==> config.mk <==
export PLATFORM = sky130hd
export DESIGN_NAME = mem_bist_ctrl
export DESIGN_NICKNAME = d
export VERILOG_FILES = /design/src/rtl/mem_bist_pkg.sv /design/src/rtl/mem_bist_ctrl_sweep_addr_cnt.sv /design/src/rtl/mem_bist_ctrl.sv
export SDC_FILE = /design/constraint.sdc
export NUM_CORES = 1
export LEC_CHECK = 0
export CORE_MARGIN = 2
export CORE_UTILIZATION = 37
export CTS_CLUSTER_SIZE = 14
export DETAILED_ROUTE_END_ITERATION = 10
export MAX_ROUTING_LAYER = met4
export SYNTH_ARGS = -nofsm -noshare
export SYNTH_HDL_FRONTEND = slang
export SYNTH_HIERARCHICAL = 1
export SYNTH_SLANG_ARGS = --single-unit
==> constraint.sdc <==
create_clock -name clk -period 2.7 [get_ports clk]
set_input_delay 0.54 -clock clk [delete_from_list [all_inputs] [get_ports clk]]
set_output_delay 0.54 -clock clk [all_outputs]
set_load 0.01 [all_outputs]
==> src/rtl/mem_bist_pkg.sv <==
// Shared types and helpers for the RAM self-test controller.
package mem_bist_pkg;

    typedef enum logic [2:0] {
        IDLE  = 3'd0,
        WRITE = 3'd1,
        READ  = 3'd2,
        DRAIN = 3'd3,
        DONE  = 3'd4
    } bist_state_t;

    // Test pattern for one location; callers cast down to their data width.
    function automatic logic [31:0] pat(input logic [31:0] seed, input logic [31:0] addr);
        return seed ^ addr;
    endfunction

endpackage

==> src/rtl/mem_bist_ctrl_sweep_addr_cnt.sv <==
// Address sweep counter: counts 0..LAST and wraps back to 0.
module sweep_addr_cnt #(
    parameter int WIDTH = 4,
    parameter int LAST  = 15
) (
    input  logic             clk,
    input  logic             reset,
    input  logic             clear_i,
    input  logic             en_i,
    output logic [WIDTH-1:0] cnt_o,
    output logic             at_last_o
);

    logic [WIDTH-1:0] cnt_q, cnt_d;

    assign at_last_o = (cnt_q == WIDTH'(LAST));
    assign cnt_o     = cnt_q;

    always_comb begin
        cnt_d = cnt_q;
        if (clear_i)   cnt_d = '0;
        else if (en_i) cnt_d = at_last_o ? '0 : cnt_q + 1'b1;
    end

    always_ff @(posedge clk) begin
        if (reset) cnt_q <= '0;
        else       cnt_q <= cnt_d;
    end

endmodule

==> src/rtl/mem_bist_ctrl.sv <==
// Write-then-readback RAM self-test: owns the RAM port while busy and reports
// pass/fail, the first failing address and a saturating error count.
module mem_bist_ctrl
    import mem_bist_pkg::*;
#(
    parameter int ADDR_W    = 4,
    parameter int DATA_W    = 8,
    parameter int LAST_ADDR = 2**ADDR_W-1
) (
    input  logic              clk,
    input  logic              reset,
    input  logic              start_i,
    input  logic              abort_i,
    input  logic [DATA_W-1:0] seed_i,
    output logic              mem_we_o,
    output logic [ADDR_W-1:0] mem_addr_o,
    output logic [DATA_W-1:0] mem_wdata_o,
    input  logic [DATA_W-1:0] mem_rdata_i,
    output logic              busy_o,
    output logic              done_o,
    output logic              pass_o,
    output logic [ADDR_W-1:0] fail_addr_o,
    output logic [ADDR_W:0]   err_cnt_o
);

    bist_state_t       state_q, state_d;
    logic [DATA_W-1:0] seed_q, seed_d;
    logic [ADDR_W-1:0] exp_addr_q, exp_addr_d;
    logic              rd_vld_q, rd_vld_d;
    logic              busy_q, busy_d, done_q, done_d, pass_q, pass_d;
    logic [ADDR_W-1:0] fail_addr_q, fail_addr_d;
    logic [ADDR_W:0]   err_cnt_q, err_cnt_d;
    logic [ADDR_W-1:0] cnt;
    logic              at_last, cnt_clr, cnt_en;
    logic [DATA_W-1:0] wr_pat, exp_data;

    sweep_addr_cnt #(.WIDTH(ADDR_W), .LAST(LAST_ADDR)) u_cnt (
        .clk       (clk),
        .reset     (reset),
        .clear_i   (cnt_clr),
        .en_i      (cnt_en),
        .cnt_o     (cnt),
        .at_last_o (at_last)
    );

    assign wr_pat   = DATA_W'(pat(32'(seed_q), 32'(cnt)));
    assign exp_data = DATA_W'(pat(32'(seed_q), 32'(exp_addr_q)));

    always_comb begin
        state_d     = state_q;
        seed_d      = seed_q;
        pass_d      = pass_q;
        fail_addr_d = fail_addr_q;
        err_cnt_d   = err_cnt_q;
        exp_addr_d  = cnt;
        rd_vld_d    = 1'b0;
        cnt_clr     = 1'b0;
        cnt_en      = 1'b0;
        mem_we_o    = 1'b0;
        mem_addr_o  = '0;
        mem_wdata_o = '0;

        // Read data for the address issued last cycle is checked here.
        if (rd_vld_q && (mem_rdata_i != exp_data)) begin
            if (err_cnt_q != '1) err_cnt_d = err_cnt_q + 1'b1;
            if (err_cnt_q == '0) fail_addr_d = exp_addr_q;
        end

        case (state_q)
            IDLE: begin
                cnt_clr = 1'b1;
                if (start_i && !abort_i) begin
                    state_d     = WRITE;
                    seed_d      = seed_i;
                    err_cnt_d   = '0;
                    fail_addr_d = '0;
                    pass_d      = 1'b0;
                end
            end
            WRITE: begin
                mem_we_o    = 1'b1;
                mem_addr_o  = cnt;
                mem_wdata_o = wr_pat;
                cnt_en      = 1'b1;
                if (at_last) state_d = READ;
            end
            READ: begin
                mem_addr_o = cnt;
                cnt_en     = 1'b1;
                rd_vld_d   = 1'b1;
                if (at_last) state_d = DRAIN;
            end
            DRAIN: begin
                state_d = DONE;
                pass_d  = (err_cnt_d == '0);
            end
            DONE:    state_d = IDLE;
            default: state_d = IDLE;
        endcase

        if (abort_i && (state_q != IDLE)) begin
            state_d  = IDLE;
            pass_d   = 1'b0;
            rd_vld_d = 1'b0;
            cnt_clr  = 1'b1;
        end
    end

    assign busy_d = (state_d == WRITE) || (state_d == READ) || (state_d == DRAIN);
    assign done_d = (state_d == DONE);

    always_ff @(posedge clk) begin
        if (reset) begin
            state_q     <= IDLE;
            seed_q      <= '0;
            exp_addr_q  <= '0;
            rd_vld_q    <= 1'b0;
            busy_q      <= 1'b0;
            done_q      <= 1'b0;
            pass_q      <= 1'b0;
            fail_addr_q <= '0;
            err_cnt_q   <= '0;
        end else begin
            state_q     <= state_d;
            seed_q      <= seed_d;
            exp_addr_q  <= exp_addr_d;
            rd_vld_q    <= rd_vld_d;
            busy_q      <= busy_d;
            done_q      <= done_d;
            pass_q      <= pass_d;
            fail_addr_q <= fail_addr_d;
            err_cnt_q   <= err_cnt_d;
        end
    end

    assign busy_o      = busy_q;
    assign done_o      = done_q;
    assign pass_o      = pass_q;
    assign fail_addr_o = fail_addr_q;
    assign err_cnt_o   = err_cnt_q;

endmodule

Word level (Yosys, flattened, before mapping)
Cells that the tools add are included.
- register bits: 32
- bits in latches: 0
- bits in writable memories: 0
- memory bits (read-only): 0
- input port bits: 20
- word-level logic and storage cells: 64
- memories kept: 0
- add/subtract/negate cells: 2
- multipliers: 0
- divide/modulo/power cells: 0
- $lt $le $gt $ge: 0
- eq/ne operators: 11
- shifts and indexed selects: 0
- mux-type cells: 23
- bitwise logic cells: 2
- reductions and logical operators: 16
- operators with widths (cell ; number):
    $mux 4 ; 6
    $mux 5 ; 4
    $xor 8x4->8 ; 2
    $eq 3x2->1 const B ; 4
    $mux 3 ; 4
    $pmux 3 s4 ; 1
    $logic_not 5->1 ; 2
    $mux 8 ; 1
    $ne 8x8->1 ; 1
    $eq 3x1->1 const B ; 2
    $mux 1 ; 6
    $reduce_or 2->1 ; 3
    $add 5x1->5 const B ; 1
    $ne 5x5->1 const B ; 1
    $add 4x1->4 const B ; 1
    $eq 4x4->1 const B ; 1
    $reduce_and 2->1 ; 2
    $eq 3x3->1 const B ; 1
    $logic_and 1x1->1 ; 3
    $logic_not 3->1 ; 1
    $reduce_bool 3->1 ; 1
    $logic_or 1x1->1 ; 2
    $ne 2x2->1 const B ; 1
    $pmux 1 s2 ; 1
    2 further kinds ; 2

Logic depth before layout (Yosys ltp)
- depth after elaboration: 8
- mapped depth: 6
- mapped depth without buffers: 6

Hierarchy
Netlist, hierarchy kept.
- modules (own cells, without submodules) (module ; times used ; cells each ; area an instance (µm²)):
    mem_bist_ctrl ; 1 ; 149 ; 1362.6
    sweep_addr_cnt ; 1 ; 19 ; 180.2

Least setup slack after synthesis
OpenSTA, ideal clock, no wires.
- path type: register -> output
- from: reg state_q[0]
- to: out mem_addr_o[0]
- arrival time: 1265 ps
- data required time: 2160 ps
- slack: 895 ps
- stages on the path, launching flop included: 5
- cells stage by stage: dfxtp_1 > clkbuf_1 > nand2b_1 > a21oi_1 > and2_1
- longest elaborated chain between the ends: 3
- elaborated cells between the ends (all ways): 4
- RTL lines (what ; line ; RTL):
    from (decl) ; mem_bist_ctrl.sv:26 ; bist_state_t state_q, state_d;
    from (signal assigned) ; mem_bist_ctrl.sv:124 ; state_q <= state_d;
    $eq 3x2->1 / $eq 3x1->1 (equally long branches) ; mem_bist_ctrl.sv:69 ; case (state_q)
    $reduce_or 2->1 (no line) (*) ; -- ;
    $mux 4 (*) ; mem_bist_ctrl.sv:69 ;
    to (decl) ; mem_bist_ctrl.sv:16 ; output logic [ADDR_W-1:0] mem_addr_o,
Every way passes the cells marked *; elsewhere a longest branch is shown, timed or not.

Final worst setup path
- from: reg state_q[0]
- to: out mem_addr_o[1]
The elaborated chain is that of the path after synthesis.

==> results_dict.tcl <==
set metrics [dict create \
    hold_violations 0 \
    die_x_um 68.6 \
    drt-total-wl_mm 3.51 \
    hold_path_startpoint "fail_addr_o[3]" \
    grt_pass1_wl_mm 5.72 \
    cpMaxStageDelayCell "clkdlybuf4s50_1" \
    yosysUniqueCellTypes 36 \
    diodes 0 \
    finalCritPeriodShare_pct 91.9 \
    cts_made_buffers 5 \
    cap_violations 0 \
    viasPerCell 4.94 \
    synth_top_family_by_area "simple AND/OR/NAND/NOR gates" \
    design_area_um2 2130 \
    synth_seq_area_share_pct 41.5 \
    leakage_uw 0.000839 \
    synth-simple-area-share_pct 24.2 \
    syn_avg_cell_area_um2 9.18 \
    synthTopCellsByArea "dfxtp_1, mux2i_1, xnor2_1, nor2_1, nand2_1" \
    grt-ovfl-total 0 \
    syn-instance-count 168 \
    path_clk_slew_ps 60 \
    synth.area.mux_share_pct 9.08 \
    worstPathMaxFanout 14 \
    routabilityCongestion 0.850 \
    hold_slack_ps 459 \
    reg2reg_slack_ps 800 \
    crit_path_start_kind "flip-flop" \
    drive_gt1_share_pct 5.53 \
    timing.rr.start "err_cnt_o[0]" \
    io_buffers 44 \
    grt_max_degree 16 \
    worst_pin_slew_ps 571 \
    status "finished clean" \
    track_usage_pct 17.2 \
    post_cts_resized 0 \
    syn-num-nets 191 \
    crit_type "reg2out" \
    die_h_um 68.6 \
    cts_tree "yes" \
    vdd_drop_max_mv 0.257 \
    ant_nets 0 \
    wl_per_cell_um 13.1 \
    nets 239 \
    slew-limit-headroom_pct 61.8 \
    vias 1319 \
    slowest_delay_ps 530 \
    postCtsHoldBufs 0 \
    cts_num_sinks 32 \
    antenna_found_initial 0 \
    cts_setup_buffers 0 \
    hold_path_depth 2 \
    arrival_ps 1940 \
    p_per_area_nw_per_um2 448 \
    start_util_pct 38.6 \
    cts_htree_levels 2 \
    reg2regPathDepth 6 \
    synth_xor_area_share_pct 12.0 \
    grt_pass1_vias 1264 \
    period_needed_ps 2480 \
    rsz0062_at_grt "false" \
    fin_setup_tns_ps 0 \
    fin_ws_ps 220 \
    drc 0 \
    die_area_um2 4700 \
    synth_compound_area_share_pct 7.46 \
    skew_ps 4.71 \
    ys_warn_count 6 \
    drv_slew 0 \
    path_delay_family "buffers and inverters" \
    drt_pass1_iterations 4 \
    hpwl_mm 2.68 \
    min_path_type "reg2reg" \
    cp-startpoint "state_q[0]" \
    setup_viol 0 \
    core_um2 4000 \
    path_cells "nand2b_1 -> a21oi_1 -> buf_4 -> and2_1 -> clkdlybuf4s50_1" \
    critical_path.endpoint_type "output port" \
    clk_latency_ps 280 \
    cts_root_buf "clkbuf_8" \
    first_iter_violations 103 \
    cp.buffers_inverters 2 \
    placed_area_um2 2040 \
    min_to "fail_addr_o[3]" \
    synthToLayoutAreaGrowth_pct 38.1 \
    crit_required_ps 2160 \
    fmax_ghz 0.403 \
    pre_cts_slack_ps 311 \
    syn_area_um2 1540 \
    regToRegEndpoint "pass_o" \
    rows 23 \
    ios 45 \
    synthAdderAreaFrac_pct 2.43 \
    synth_top_area_share_pct 41.5 \
    clockBufferDepth 2 \
    synth_top_cell_by_area "dfxtp_1" \
    ys_ff_latch 32 \
]
## per-stage QoR
stage	utilization (%)	total power, µW	std cells
4_1_cts	53.3	971	267
3_5_place_dp	51.0	595	259
6_report	53.3	955	267
5_1_grt	53.3	1000	267
2_1_floorplan	-	544	168
3_3_place_gp	51.0	593	259
## worst max-delay path by stage
| stage | cells past startpoint | end | slack, ps |
|---|---|---|---|
| after global routing | 4 | mem_wdata_o[3] | 110 |
| final | 5 | mem_addr_o[1] | 220 |
| after floorplan | 4 | mem_addr_o[0] | 900 |
| after global placement | 6 | fail_addr_o[3] | 370 |
| after detailed placement | 6 | fail_addr_o[0] | 310 |
| after CTS | 5 | mem_addr_o[1] | 210 |
## cell type report
cell class,instances,area [µm²]
Inverter,4,15.0
Fill cell,372,1870
Clock buffer,8,90.1
Timing Repair Buffer,48,470
Sequential cell,32,641
Tap cell,50,62.6
Multi-Input combinational cell,125,852
## per-layer routing
metal / vias to the layer above / wire [µm] / GRT usage [%]
li1: 676 / - / -
met1: 593 / 1590 / 21.1
met2: 46 / 1680 / 27.3
met3: 4 / 199 / 3.90
met4: 0 / 42 / 6.75
met5: - / 0 / -
## cells in the mapped netlist (all sizes together)
cell,number
and2,6
xnor2,13
inv,4
nor4b,1
nor2b,5
nor3,7
a221oi,1
nand4,4
mux2i,14
and3,7
nand2b,3
nand3b,1
clkbuf,4
buf,3
o31ai,2
a311oi,2
o21ai,3
a21oi,5
ha,3
a211oi,1
nor4,1
o41a,1
nand2,16
dfxtp,32
xnor3,2
xor2,3
a31oi,1
nand3,3
or4,1
or3,1
nor2,17
a2111oi,1
## sequential cells by signal (all words and copies together), names as in the netlist
register     count
busy_o           1
u_cnt/cnt_o      4
exp_addr_q       4
rd_vld_q         1
done_o           1
fail_addr_o      4
err_cnt_o        5
state_q          3
seed_q           8
pass_o           1
## cells in the final DEF (no fill, tap or decap), types with 4 or more instances in the layout
| cell type | synthesis | final |
|---|---|---|
| nand2_1 | 16 | 16 |
| nand4_1 | 4 | 4 |
| mux2i_1 | 14 | 14 |
| inv_1 | 4 | 4 |
| and3_1 | 7 | 7 |
| clkbuf_8 | 0 | 6 |
| nor2_1 | 17 | 17 |
| and2_1 | 5 | 5 |
| a21oi_1 | 5 | 5 |
| clkdlybuf4s50_1 | 0 | 44 |
| nor3_1 | 6 | 6 |
| dfxtp_1 | 32 | 32 |
| nor2b_1 | 5 | 5 |
| xnor2_1 | 13 | 13 |
| buf_4 | 0 | 4 |
## cell families after synthesis
| family | after synthesis |
|---|---|
| AOI/OAI and AO/OA | 17 |
| xor gates and xnor gates | 18 |
| adders and majority gates | 3 |
| buffers and inverters | 11 |
| DFF | 32 |
| muxes | 14 |
| and+or+nand+nor | 73 |
## report_power, final
part	switching (µW)	internal [µW]
Combinational	38.6	56.8
Clock	164	208
Sequential	8.80	480
## worst reg2reg max path, cell delays in order (launching register included)
cell      delay (ps)
dfxtp_1          410
inv_1            100
ha_1             310
or4_1            410
nor4_1           190
mux2i_1          110
a221oi_1         270
(Power assumes the default switching activity.)
